--- src/rtl/scarv_cop_issue_if.sv ---
// Host-side and coprocessor-side handshakes of the coprocessor issuer, bundled.
// slave is the issuer's view; master is the host + coprocessor environment's view.
interface scarv_cop_issue_if;
  logic        host_req_valid;
  logic        host_req_ready;
  logic [31:0] host_req_insn;
  logic [31:0] host_req_rs1;
  logic        host_rsp_valid;
  logic        host_rsp_ready;
  logic [31:0] host_rsp_data;
  logic [4:0]  host_rsp_rd;
  logic        host_rsp_wen;
  logic        host_rsp_exc;
  logic        host_rsp_timeout;
  logic        cop_req_valid;
  logic        cop_req_ready;
  logic [31:0] cop_req_insn;
  logic [31:0] cop_req_rs1;
  logic        cop_rsp_valid;
  logic        cop_rsp_ready;
  logic [31:0] cop_rsp_data;
  logic        cop_rsp_wen;
  logic        cop_rsp_exc;

  modport slave (
    input  host_req_valid, host_req_insn, host_req_rs1, host_rsp_ready,
    input  cop_req_ready, cop_rsp_valid, cop_rsp_data, cop_rsp_wen, cop_rsp_exc,
    output host_req_ready, host_rsp_valid, host_rsp_data, host_rsp_rd, host_rsp_wen,
    output host_rsp_exc, host_rsp_timeout, cop_req_valid, cop_req_insn, cop_req_rs1,
    output cop_rsp_ready
  );

  modport master (
    output host_req_valid, host_req_insn, host_req_rs1, host_rsp_ready,
    output cop_req_ready, cop_rsp_valid, cop_rsp_data, cop_rsp_wen, cop_rsp_exc,
    input  host_req_ready, host_rsp_valid, host_rsp_data, host_rsp_rd, host_rsp_wen,
    input  host_rsp_exc, host_rsp_timeout, cop_req_valid, cop_req_insn, cop_req_rs1,
    input  cop_rsp_ready
  );
endinterface

--- src/rtl/scarv_cop_issue.sv ---
// Single-outstanding coprocessor instruction issuer with local opcode precheck,
// issue/response timeout and discard of late responses after a timed-out wait.
module scarv_cop_issue #(
  parameter logic [6:0]  COP_OPCODE     = 7'b0001011,
  parameter int unsigned TIMEOUT_CYCLES = 255,
  parameter bit          PRECHECK       = 1'b1
) (
  input logic              g_clk,
  input logic              g_resetn,
  scarv_cop_issue_if.slave bus
);

  localparam logic [1:0] StIdle  = 2'd0;
  localparam logic [1:0] StIssue = 2'd1;
  localparam logic [1:0] StWait  = 2'd2;
  localparam logic [1:0] StResp  = 2'd3;

  localparam logic [15:0] TimerLast = 16'(TIMEOUT_CYCLES - 1);

  logic [1:0]  state_q, state_d;
  logic [15:0] timer_q, timer_d;
  logic        stale_q, stale_d;
  logic        req_valid_q, req_valid_d;
  logic [31:0] insn_q, insn_d;
  logic [31:0] rs1_q, rs1_d;
  logic        rsp_valid_q, rsp_valid_d;
  logic [31:0] rsp_data_q, rsp_data_d;
  logic [4:0]  rsp_rd_q, rsp_rd_d;
  logic        rsp_wen_q, rsp_wen_d;
  logic        rsp_exc_q, rsp_exc_d;
  logic        rsp_to_q, rsp_to_d;

  logic timer_hit;
  logic rsp_fire;

  // >= rather than == : a handshake on the last cycle may leave WAIT entered past the limit.
  assign timer_hit = (timer_q >= TimerLast);
  assign rsp_fire  = bus.cop_rsp_valid & bus.cop_rsp_ready;

  always_comb begin
    state_d     = state_q;
    timer_d     = timer_q;
    stale_d     = stale_q;
    req_valid_d = req_valid_q;
    insn_d      = insn_q;
    rs1_d       = rs1_q;
    rsp_valid_d = rsp_valid_q;
    rsp_data_d  = rsp_data_q;
    rsp_rd_d    = rsp_rd_q;
    rsp_wen_d   = rsp_wen_q;
    rsp_exc_d   = rsp_exc_q;
    rsp_to_d    = rsp_to_q;

    // A response accepted while stale belongs to an abandoned request: drop it.
    if (rsp_fire && stale_q) stale_d = 1'b0;

    unique case (state_q)
      StIdle: begin
        if (bus.host_req_valid) begin
          insn_d   = bus.host_req_insn;
          rs1_d    = bus.host_req_rs1;
          rsp_rd_d = bus.host_req_insn[11:7];
          timer_d  = '0;
          if (PRECHECK && (bus.host_req_insn[6:0] != COP_OPCODE)) begin
            state_d     = StResp;
            rsp_valid_d = 1'b1;
            rsp_data_d  = '0;
            rsp_wen_d   = 1'b0;
            rsp_exc_d   = 1'b1;
            rsp_to_d    = 1'b0;
          end else begin
            state_d     = StIssue;
            req_valid_d = 1'b1;
          end
        end
      end
      StIssue: begin
        timer_d = timer_q + 16'd1;
        if (bus.cop_req_ready) begin
          state_d     = StWait;
          req_valid_d = 1'b0;
        end else if (timer_hit) begin
          state_d     = StResp;
          req_valid_d = 1'b0;
          rsp_valid_d = 1'b1;
          rsp_data_d  = '0;
          rsp_wen_d   = 1'b0;
          rsp_exc_d   = 1'b1;
          rsp_to_d    = 1'b1;
        end
      end
      StWait: begin
        timer_d = timer_q + 16'd1;
        if (rsp_fire && !stale_q) begin
          state_d     = StResp;
          rsp_valid_d = 1'b1;
          rsp_data_d  = bus.cop_rsp_data;
          rsp_wen_d   = bus.cop_rsp_wen & ~bus.cop_rsp_exc;
          rsp_exc_d   = bus.cop_rsp_exc;
          rsp_to_d    = 1'b0;
        end else if (timer_hit) begin
          state_d     = StResp;
          stale_d     = 1'b1;
          rsp_valid_d = 1'b1;
          rsp_data_d  = '0;
          rsp_wen_d   = 1'b0;
          rsp_exc_d   = 1'b1;
          rsp_to_d    = 1'b1;
        end
      end
      StResp: begin
        if (bus.host_rsp_ready) begin
          state_d     = StIdle;
          rsp_valid_d = 1'b0;
        end
      end
      default: state_d = StIdle;
    endcase
  end

  always_ff @(posedge g_clk or negedge g_resetn) begin
    if (!g_resetn) begin
      state_q     <= StIdle;
      timer_q     <= '0;
      stale_q     <= 1'b0;
      req_valid_q <= 1'b0;
      insn_q      <= '0;
      rs1_q       <= '0;
      rsp_valid_q <= 1'b0;
      rsp_data_q  <= '0;
      rsp_rd_q    <= '0;
      rsp_wen_q   <= 1'b0;
      rsp_exc_q   <= 1'b0;
      rsp_to_q    <= 1'b0;
    end else begin
      state_q     <= state_d;
      timer_q     <= timer_d;
      stale_q     <= stale_d;
      req_valid_q <= req_valid_d;
      insn_q      <= insn_d;
      rs1_q       <= rs1_d;
      rsp_valid_q <= rsp_valid_d;
      rsp_data_q  <= rsp_data_d;
      rsp_rd_q    <= rsp_rd_d;
      rsp_wen_q   <= rsp_wen_d;
      rsp_exc_q   <= rsp_exc_d;
      rsp_to_q    <= rsp_to_d;
    end
  end

  assign bus.host_req_ready   = (state_q == StIdle);
  assign bus.host_rsp_valid   = rsp_valid_q;
  assign bus.host_rsp_data    = rsp_data_q;
  assign bus.host_rsp_rd      = rsp_rd_q;
  assign bus.host_rsp_wen     = rsp_wen_q;
  assign bus.host_rsp_exc     = rsp_exc_q;
  assign bus.host_rsp_timeout = rsp_to_q;
  assign bus.cop_req_valid    = req_valid_q;
  assign bus.cop_req_insn     = insn_q;
  assign bus.cop_req_rs1      = rs1_q;
  assign bus.cop_rsp_ready    = (state_q == StWait) | stale_q;

endmodule

--- src/flat_wrapper.sv ---
// flat-port wrapper written by rule: the top's interface ports become plain ports
module scarv_cop_issue_flat 
#(
  parameter logic [6:0]  COP_OPCODE     = 7'b0001011,
  parameter int unsigned TIMEOUT_CYCLES = 255,
  parameter bit          PRECHECK       = 1'b1
)
  (g_clk, g_resetn, bus_host_req_valid, bus_host_req_insn, bus_host_req_rs1, bus_host_rsp_ready, bus_cop_req_ready, bus_cop_rsp_valid, bus_cop_rsp_data, bus_cop_rsp_wen, bus_cop_rsp_exc, bus_host_req_ready, bus_host_rsp_valid, bus_host_rsp_data, bus_host_rsp_rd, bus_host_rsp_wen, bus_host_rsp_exc, bus_host_rsp_timeout, bus_cop_req_valid, bus_cop_req_insn, bus_cop_req_rs1, bus_cop_rsp_ready);
  scarv_cop_issue_if bus_i ();
  input logic g_clk;
  input logic g_resetn;
  input wire logic [$bits(bus_i.host_req_valid)-1:0] bus_host_req_valid;
  input wire logic [$bits(bus_i.host_req_insn)-1:0] bus_host_req_insn;
  input wire logic [$bits(bus_i.host_req_rs1)-1:0] bus_host_req_rs1;
  input wire logic [$bits(bus_i.host_rsp_ready)-1:0] bus_host_rsp_ready;
  input wire logic [$bits(bus_i.cop_req_ready)-1:0] bus_cop_req_ready;
  input wire logic [$bits(bus_i.cop_rsp_valid)-1:0] bus_cop_rsp_valid;
  input wire logic [$bits(bus_i.cop_rsp_data)-1:0] bus_cop_rsp_data;
  input wire logic [$bits(bus_i.cop_rsp_wen)-1:0] bus_cop_rsp_wen;
  input wire logic [$bits(bus_i.cop_rsp_exc)-1:0] bus_cop_rsp_exc;
  output wire logic [$bits(bus_i.host_req_ready)-1:0] bus_host_req_ready;
  output wire logic [$bits(bus_i.host_rsp_valid)-1:0] bus_host_rsp_valid;
  output wire logic [$bits(bus_i.host_rsp_data)-1:0] bus_host_rsp_data;
  output wire logic [$bits(bus_i.host_rsp_rd)-1:0] bus_host_rsp_rd;
  output wire logic [$bits(bus_i.host_rsp_wen)-1:0] bus_host_rsp_wen;
  output wire logic [$bits(bus_i.host_rsp_exc)-1:0] bus_host_rsp_exc;
  output wire logic [$bits(bus_i.host_rsp_timeout)-1:0] bus_host_rsp_timeout;
  output wire logic [$bits(bus_i.cop_req_valid)-1:0] bus_cop_req_valid;
  output wire logic [$bits(bus_i.cop_req_insn)-1:0] bus_cop_req_insn;
  output wire logic [$bits(bus_i.cop_req_rs1)-1:0] bus_cop_req_rs1;
  output wire logic [$bits(bus_i.cop_rsp_ready)-1:0] bus_cop_rsp_ready;
  assign bus_i.host_req_valid = bus_host_req_valid;
  assign bus_i.host_req_insn = bus_host_req_insn;
  assign bus_i.host_req_rs1 = bus_host_req_rs1;
  assign bus_i.host_rsp_ready = bus_host_rsp_ready;
  assign bus_i.cop_req_ready = bus_cop_req_ready;
  assign bus_i.cop_rsp_valid = bus_cop_rsp_valid;
  assign bus_i.cop_rsp_data = bus_cop_rsp_data;
  assign bus_i.cop_rsp_wen = bus_cop_rsp_wen;
  assign bus_i.cop_rsp_exc = bus_cop_rsp_exc;
  assign bus_host_req_ready = bus_i.host_req_ready;
  assign bus_host_rsp_valid = bus_i.host_rsp_valid;
  assign bus_host_rsp_data = bus_i.host_rsp_data;
  assign bus_host_rsp_rd = bus_i.host_rsp_rd;
  assign bus_host_rsp_wen = bus_i.host_rsp_wen;
  assign bus_host_rsp_exc = bus_i.host_rsp_exc;
  assign bus_host_rsp_timeout = bus_i.host_rsp_timeout;
  assign bus_cop_req_valid = bus_i.cop_req_valid;
  assign bus_cop_req_insn = bus_i.cop_req_insn;
  assign bus_cop_req_rs1 = bus_i.cop_req_rs1;
  assign bus_cop_rsp_ready = bus_i.cop_rsp_ready;
  scarv_cop_issue #(.COP_OPCODE(COP_OPCODE), .TIMEOUT_CYCLES(TIMEOUT_CYCLES), .PRECHECK(PRECHECK)) u_core (.g_clk(g_clk), .g_resetn(g_resetn), .bus(bus_i));
endmodule
--- config.mk ---
export PLATFORM = sky130hd
export DESIGN_NAME = scarv_cop_issue_flat
export DESIGN_NICKNAME = d
export VERILOG_FILES = /design/src/rtl/scarv_cop_issue_if.sv /design/src/rtl/scarv_cop_issue.sv /design/src/flat_wrapper.sv
export SDC_FILE = /design/constraint.sdc
export NUM_CORES = 1
export LEC_CHECK = 0
export CORE_MARGIN = 2
export CORE_UTILIZATION = 40
export DETAILED_ROUTE_END_ITERATION = 16
export DONT_BUFFER_PORTS = 1
export GPL_TIMING_DRIVEN = 0
export PLACE_DENSITY = 0.58
export SLEW_MARGIN = 20
export SYNTH_ARGS = -nofsm -noshare
export SYNTH_HDL_FRONTEND = slang
export SYNTH_SLANG_ARGS = --single-unit
--- constraint.sdc ---
create_clock -name g_clk -period 2.5 [get_ports g_clk]
set_input_delay 0.25 -clock g_clk [delete_from_list [all_inputs] [get_ports g_clk]]
set_output_delay 0.25 -clock g_clk [all_outputs]
set_load 0.005 [all_outputs]
# Word level (Yosys, flattened, before mapping)
# Index checks and enable logic that the tools add are counted.
[classes]
add_sub_neg = 1
order_cmp = 1
n_eq_ne = 10
muxes = 45
n_bitwise = 4
n_reduce_logical = 14
[ops]
columns = ["op", "count"]
rows = [
  ["$mux W32", 5],
  ["$pmux W32 S3", 1],
  ["$pmux W16 S2", 1],
  ["$mux W1", 25],
  ["$add A16 B1 Y16 const B", 1],
  ["$ge A16 B8 Y1 const B", 1],
  ["$mux W16", 1],
  ["$mux W2", 6],
  ["$reduce_and A4 Y1", 3],
  ["$pmux W1 S3", 3],
  ["$ne A2 B2 Y1 const B", 4],
  ["$pmux W2 S4", 1],
  ["$ne A7 B4 Y1 const B", 1],
  ["$reduce_and A2 Y1", 3],
  ["$eq A2 B2 Y1 const B", 2],
  ["$pmux W1 S4", 1],
  ["$reduce_bool A2 Y1", 2],
  ["$ne A3 B2 Y1 const B", 1],
  ["$reduce_bool A3 Y1", 1],
  ["$and A1 B1 Y1", 2],
  ["$eq A2 B1 Y1 const B", 1],
  ["$logic_and A1 B1 Y1", 2],
  ["$logic_not A2 Y1", 1],
  ["$ne A2 B1 Y1 const B", 1],
  ["other kinds (5)", 5],
]
[totals]
regBits = 125
output_inout_bits = 108

# Depth between registers and ports, before layout
# Gate-level depths: netlist of run 1.
[depth]
word_depth = 8
mapped_depth = 9
ltp_nobuf = 6

# Worst setup path after synthesis of run 1
# Ideal clock, no wire load.
[synth_timing]
path_kind = "register to register"
start = "register u_core.state_q[0]"
end = "register u_core.timer_q[12]"
setup_ns = 0.078
t_arrival_ns = 1.955
setup_slack_ns = 0.467
path_stages_with_launch = 7
period_less_slack_ns = 2.033
cell_sequence = "dfrtp_1 > inv_1 > ha_1 > mux2i_1 > or3_1 > or4_1 > a21oi_1"
[synth_between]
elab_chain_cells = 4
elab_cells_between_ends = 8
[synth_lines]
columns = ["item", "line", "rtl"]
rows = [
  ["start, declared", "scarv_cop_issue.sv:20", "logic [1:0] state_q, state_d;"],
  ["start signal, assigned", "scarv_cop_issue.sv:123", "state_q <= StIdle;"],
  ["start signal, assigned", "scarv_cop_issue.sv:136", "state_q <= state_d;"],
  ["$eq A2 B1 Y1 / $eq A2 B2 Y1 (equally long branches)", "scarv_cop_issue.sv:57", "unique case (state_q)"],
  ["$reduce_or A2 Y1 (no source line)", "n/a", ""],
  ["$reduce_bool A2 Y1 (no source line)", "n/a", ""],
  ["$reduce_and A2 Y1 (no source line)", "n/a", ""],
  ["end signal, assigned", "scarv_cop_issue.sv:137", "timer_q <= timer_d;"],
  ["end, declared", "scarv_cop_issue.sv:21", "logic [15:0] timer_q, timer_d;"],
]
# Parallel ways exist; a longest one is shown, timed or not.
# A chain may end at the register's enable or synchronous reset.

# Worst setup path in the final report of run 1
[layout_timing]
start = "register u_core.state_q[1]"
end = "register u_core.timer_q[12]"
# The elaborated chain is that of the path after synthesis.

==> results of run 1 <==
-- state kept, by name, summed over array words and instances, names as in the netlist --
name	count
u_core.bus.host_rsp_valid	1
u_core.bus.host_rsp_exc	1
u_core.bus.host_rsp_timeout	1
u_core.timer_q	16
u_core.bus.host_rsp_rd	4
u_core.bus.cop_req_insn	28
u_core.bus.cop_req_rs1	32
u_core.stale_q	1
u_core.state_q	2
u_core.bus.host_rsp_data	32
u_core.bus.host_rsp_wen	1
u_core.bus.cop_req_valid	1
-- where the power goes --
part           switching, uW  total [uW]  internal [uW]
clock network            836        2540           1710
registers                726        3490           2760
logic                   1090        2250           1160
-- cells in the mapped netlist, types with 2 or more instances --
cell type | number | area share (%)
o21a_1 | 2 | 0.30
o31ai_1 | 2 | 0.30
dfrtp_1 | 120 | 60
nand4_1 | 2 | 0.25
mux2i_1 | 2 | 0.40
nor3b_1 | 2 | 0.30
nand3_1 | 8 | 0.80
and3_1 | 2 | 0.25
clkbuf_1 | 4 | 0.30
nor3_1 | 3 | 0.30
nor2_1 | 18 | 1.4
xnor2_1 | 6 | 1.1
buf_1 | 3 | 0.23
nor2b_1 | 2 | 0.25
nand2_1 | 9 | 0.68
buf_4 | 6 | 0.91
nand2b_1 | 2 | 0.25
o21ai_0 | 11 | 1.1
mux2_2 | 65 | 15
o211ai_1 | 2 | 0.30
inv_1 | 10 | 0.75
buf_2 | 9 | 0.91
a21oi_1 | 10 | 1.0
nor4_1 | 5 | 0.63
or3_1 | 3 | 0.38
a22o_1 | 33 | 5.8
ha_1 | 7 | 1.8
-- worst max path at each step --
stage,cells past startpoint,from,slack (ns),to
6_report,6,u_core.state_q[1],0.18,u_core.timer_q[12]
5_1_grt,7,u_core.state_q[0],0.02,u_core.bus.cop_req_insn[2]
4_1_cts,7,u_core.state_q[0],0.008,u_core.bus.cop_req_insn[2]
3_5_place_dp,7,u_core.state_q[0],-0.16,u_core.bus.cop_req_insn[2]
3_3_place_gp,7,u_core.state_q[1],-0.14,u_core.bus.cop_req_insn[1]
2_1_floorplan,6,u_core.state_q[0],0.47,u_core.timer_q[12]
-- critical path, delay by kind of cell, from the launching register on --
kind            cells  cell delay [ns]
fa+ha+maj           1             0.44
flops               1             0.42
mux                 1             0.22
buf+inv             1             0.09
simple gates        2             0.92
compound gates      1             0.15
-- timing repair --
action	4_1_cts	5_1_grt
hold endpoints to repair	218	120
resized for setup	1	7
endpoints found under the setup margin	30	66
-- through the flow --
stage | util [%] | area [sq um] | TNS [ns] | hold WS, ns | total power [uW]
floorplan | - | 4970 | 0 | -0.0456 | 4990
global placement | 43.0 | 5180 | -2.24 | -0.0432 | 5510
detailed placement | 43.0 | 5180 | -3.04 | -0.0433 | 5590
CTS | 56.2 | 6780 | 0 | -0.489 | 8310
global route | 56.3 | 6790 | 0 | -0.494 | 8770
finish | 56.3 | 6790 | 0 | -0.470 | 8280
-- cell type report --
type | instances | area, sq um
clock inverter | 8 | 146
inverter | 10 | 37.5
timing repair buffer | 98 | 981
clock buffer | 22 | 464
multi-input combinational | 217 | 1820
sequential | 120 | 3000
buffer | 23 | 128
tap | 168 | 210
fill | 982 | 5270
-- cell families after synthesis --
group,share of synthesized area (%)
muxes,15.1
xor gates and xnor gates,1.23
AOI/OAI and AO/OA,11.3
DFF,60.4
adders and majority gates,1.76
and+or+nand+nor,7.04
buffers and inverters,3.19
-- metal layers --
metal | vias up | GRT usage [%]
met4 | 0 | 7.31
met3 | 13 | 7.06
met2 | 146 | 33.3
met5 | - | 0
met1 | 1751 | 20.9
li1 | 1580 | -
==> reports/results.tsv, run 1 <==
stage	metric	value	unit
placement	dp.cells	538	
synth	seq_area_frac_synth	60.4	%
synth	syn_inst	370	
clocking	cts_buffer_depth	2	
clocking	holdBufCountCts	98	
sta	worst-slew-pin-transition	0.613	ns
setup_path	path_class	reg2reg	
clocking	tritoncts	built	
synth	ys.warnings.count	0	
setup_path	critPathRequiredTime	2.83	ns
drt	num_vias	3490	
floorplan	dieWidth	116	microns
synth	syn_area	4970	sq um
drt	drt_iter0_drc	168	
finish	drive_above_1_share	23.9	%
outcome	violations	hold timing	
synth	async_flop_share	100	%
setup_path	ff2ff_path_depth	6	
drt	via_per_inst	5.24	
clocking	post_cts_buffers	0	
finish	final_cell_mix	dfrtp_1, dlygate4sd3_1, mux2_2	
power	power.density	1220	nW/um^2
synth	syn_nets	481	
sta	slew_headroom	59.1	%
drt	met2_length	6690	microns
power	p_leak	0.00300	uW
placement	io_buffers	0	
synth	synth_edf_count	0	
hold_path	hp-class	in2async	
global_routing	grt_first_pass_wirelength	19300	microns
setup_path	crit_chain	inv_1, ha_1, mux2i_1, or3_1, or4_1, a21oi_1	
clocking	insertion_delay	0.41	ns
global_routing	overflow	0	
finish	synthToLayoutAreaGrowth	36.5	%
outcome	status	complete, but fails checks	
synth	yosysUniqueCellTypes	49	
setup_path	crit_slowest_cell	or4_1	
drt	ant_nets	0	
sta	min_period_over_period	92.9	%
global_routing	grt_start_max_net_pins	121	
setup_path	arrival	2.66	ns
finish	mostFrequentLayoutCell	dfrtp_1	
sta	period_needed	2.32	ns
drt	wl_per_cell	19.0	microns
synth	avgSynthCellArea	13.4	sq um
drt	met3WireLength	1040	microns
floorplan	ios	212	
setup_path	cpPeakStageDelay	0.48	ns
global_routing	grtUsageTotal	19.0	%
drt	wl	12600	microns
synth	ys_ff_latch	120	
finish	nNetsFinal	598	
clocking	cts-root-buf	clkbuf_16	
clocking	htree_levels	4	
setup_path	cp_max_fo	8	
setup_path	start_kind	flip-flop	
placement	dp_hpwl	8030	microns
clocking	cts.clk_slew.worst_paths	0.06	ns
placement	gp_congestion	0.792	
sta	maxSlewViolCount	0	
finish	final_cells	666	
floorplan	die_h	116	microns
floorplan	dieArea	13300	sq um
setup_path	r2r_slack	0.18	ns
placement	pre_cts_ws	-0.163	ns
drt	first_pass_iters	4	
drt	drt-met1-wl	4770	microns
synth	synthFlopType	dfrtp_1	
sta	setup_ws	0.178	ns
floorplan	num_rows	40	
global_routing	antenna_found_initial	0	
clocking	numClockSinks	120	
floorplan	design.core.area	12100	sq um
setup_path	r2r-start	u_core.state_q[1]	
sta	hold_violations	120	
sta	finalClockSkew	0.00996	ns
clocking	cts-buffers-inserted	17	
floorplan	initial_core_util	41.2	%
sta	fmax	431	MHz
global_routing	grt_pass1_vias	3743	
sta	setup_violations	0	
setup_path	reg2reg_to	u_core.timer_q[12]	
sta	hold_ws	-0.470	ns
finish	antenna_cells	0	
drt	highest_layer	met4	
setup_path	end_kind	flip-flop	
run	drv_cap	0	
power	ir_drop	0.477	mV
sta	rsz0062_at_grt	no	
drt	drcViolationCount	0	
Note: power is estimated with default switching activity, not from simulation.
==> run 2, diff against run 1 <==
==> constraint.sdc (replaced) <==
create_clock -name g_clk -period 3 [get_ports g_clk]
set_input_delay 0.3 -clock g_clk [delete_from_list [all_inputs] [get_ports g_clk]]
set_output_delay 0.3 -clock g_clk [all_outputs]
set_load 0.005 [all_outputs]
==> reports/results.tsv, run 2 (same netlist as run 1, synthesis figures left out) <==
stage	metric	value	unit
placement	gp_congestion	0.792	
setup_path	arrival	2.91	ns
drt	num_vias	3071	
clocking	cts_buffer_depth	2	
sta	slew_headroom	58.0	%
setup_path	startpoint	u_core.state_q[1]	
finish	final_cell_mix	dfrtp_1, mux2_2, a22o_1	
clocking	insertion_delay	0.41	ns
setup_path	critPathRequiredTime	3.29	ns
global_routing	grt_first_pass_wirelength	16800	microns
global_routing	grt_pass1_vias	3195	
power	p_comb_share	25.6	%
drt	drcViolationCount	0	
global_routing	antenna_found_initial	0	
placement	pre_cts_ws	0.337	ns
setup_path	reg2reg_to	u_core.bus.cop_req_insn[2]	
floorplan	dieArea	13300	sq um
drt	first_pass_iters	4	
setup_path	start_kind	flip-flop	
sta	finalClockSkew	0.00862	ns
setup_path	path_class	reg2reg	
floorplan	design.core.area	12100	sq um
finish	drive_above_1_share	28.7	%
sta	rsz0062_at_grt	no	
clocking	cts-buffers-inserted	17	
setup_path	crit_end	u_core.bus.cop_req_insn[2]	
global_routing	grtUsageTotal	16.7	%
setup_path	cp_max_fo	10	
finish	synthToLayoutAreaGrowth	17.3	%
clocking	htree_levels	4	
setup_path	end_kind	flip-flop	
setup_path	r2r_slack	0.38	ns
sta	tns	0	ns
sta	hold_ws	-0.417	ns
placement	dp_hpwl	8030	microns
setup_path	r2r-start	u_core.state_q[1]	
power	clkPwrFrac	31.5	%
sta	setup_violations	0	
floorplan	ios	212	
sta	hold_violations	120	
clocking	tritoncts	built	
clocking	numClockSinks	120	
run	drv_cap	0	
drt	wl	11200	microns
outcome	violations	hold timing	
finish	fillCellCount	1095	
global_routing	overflow	0	
drt	wl_per_cell	19.6	microns
power	ir_drop	0.358	mV
sta	fmax	382	MHz
finish	nNetsFinal	504	
drt	via_per_inst	5.37	
floorplan	die_h	116	microns
clocking	cts.clk_slew.worst_paths	0.06	ns
floorplan	initial_core_util	41.2	%
sta	min_period_over_period	87.4	%
power	power.density	1150	nW/um^2
power	pwr-share-seq	43.0	%
floorplan	dieWidth	116	microns
power	switching_power	2120	uW
outcome	status	complete, but fails checks	
sta	worst-slew-pin-transition	0.630	ns
clocking	post_cts_resized	0	
sta	setup_ws	0.379	ns
setup_path	ff2ff_path_depth	7	
power	p_leak	0.00260	uW
clocking	cts-root-buf	clkbuf_16	
drt	drt_iter0_drc	127	
sta	period_needed	2.62	ns
finish	ff_latch_area	3000	sq um
sta	maxSlewViolCount	0	
placement	io_buffers	0	
floorplan	num_rows	40	
drt	ant_nets	0	
finish	multi_input_area	1810	sq um
global_routing	grt_start_max_net_pins	121	
hold_path	hp-class	in2async	
power	p_int	4600	uW
finish	mostFrequentLayoutCell	dfrtp_1	
finish	antenna_cells	0	
power	p_sw_share	31.6	%
-- run 2: cell count changes in the layout (fill, tap and decap cells not counted), sizes merged --
cell	delta
dlygate4sd3	-94
-- run 2: routing by layer --
| metal | GRT usage, % | routed length (microns) | up-vias |
|---|---|---|---|
| li1 | - | - | 1390 |
| met1 | 19.3 | 4380 | 1530 |
| met2 | 27.6 | 5670 | 139 |
| met3 | 6.90 | 1050 | 12 |
| met4 | 6.75 | 130 | 0 |
| met5 | 0 | 0 | - |
-- run 2: critical path: stages, from the launching register on --
cell	delay, ns
dfrtp_1	0.42
inv_1	0.09
ha_1	0.26
clkbuf_1	0.25
nand2_1	0.26
clkbuf_1	0.43
buf_2	0.39
mux2_2	0.38
-- run 2: worst min-delay path by stage --
stage	from	to	slack (ns)	depth (start not counted)
CTS	g_resetn	u_core.bus.cop_req_rs1[0]	-0.44	0
finish	g_resetn	u_core.bus.cop_req_rs1[27]	-0.42	0
global placement	g_resetn	u_core.bus.cop_req_rs1[0]	0.007	0
floorplan	g_resetn	u_core.bus.cop_req_insn[0]	0.004	0
global route	g_resetn	u_core.bus.cop_req_rs1[0]	-0.44	0
detailed placement	g_resetn	u_core.bus.cop_req_rs1[0]	0.007	0
-- run 2: timing repair --
item	CTS	global route
setup buffers	0	0
setup endpoints to repair	0	0
endpoints found under the hold margin	123	121
hold buffers	3	1
-- run 2: power groups by stage --
stage / registers, uW / logic (uW) / clock network, uW
floorplan: 2720 / 1430 / 0
global placement: 2910 / 1680 / 0
detailed placement: 2920 / 1730 / 0
CTS: 2900 / 1750 / 2170
global route: 2980 / 1920 / 2250
finish: 2890 / 1720 / 2110
-- run 2: layout make-up --
| type | instances | area share, % |
|---|---|---|
| plain buffers | 23 | 2.08 |
| clock buffers | 22 | 7.95 |
| clock inverters | 8 | 2.51 |
| inverters | 10 | 0.643 |
| multi-input cells | 217 | 31.1 |
| flip-flops and latches | 120 | 51.5 |
| well taps | 168 | 3.60 |
| repair buffers | 4 | 0.686 |
-- run 2: metrics by stage --
step | area (sq um) | power (uW) | std cells | utilization (%)
after floorplan | 4970 | 4160 | 370 | -
after global placement | 5180 | 4590 | 538 | 43.0
after detailed placement | 5180 | 4660 | 538 | 43.0
after CTS | 5830 | 6820 | 571 | 48.3
after global routing | 5840 | 7150 | 572 | 48.4
final | 5840 | 6720 | 572 | 48.4
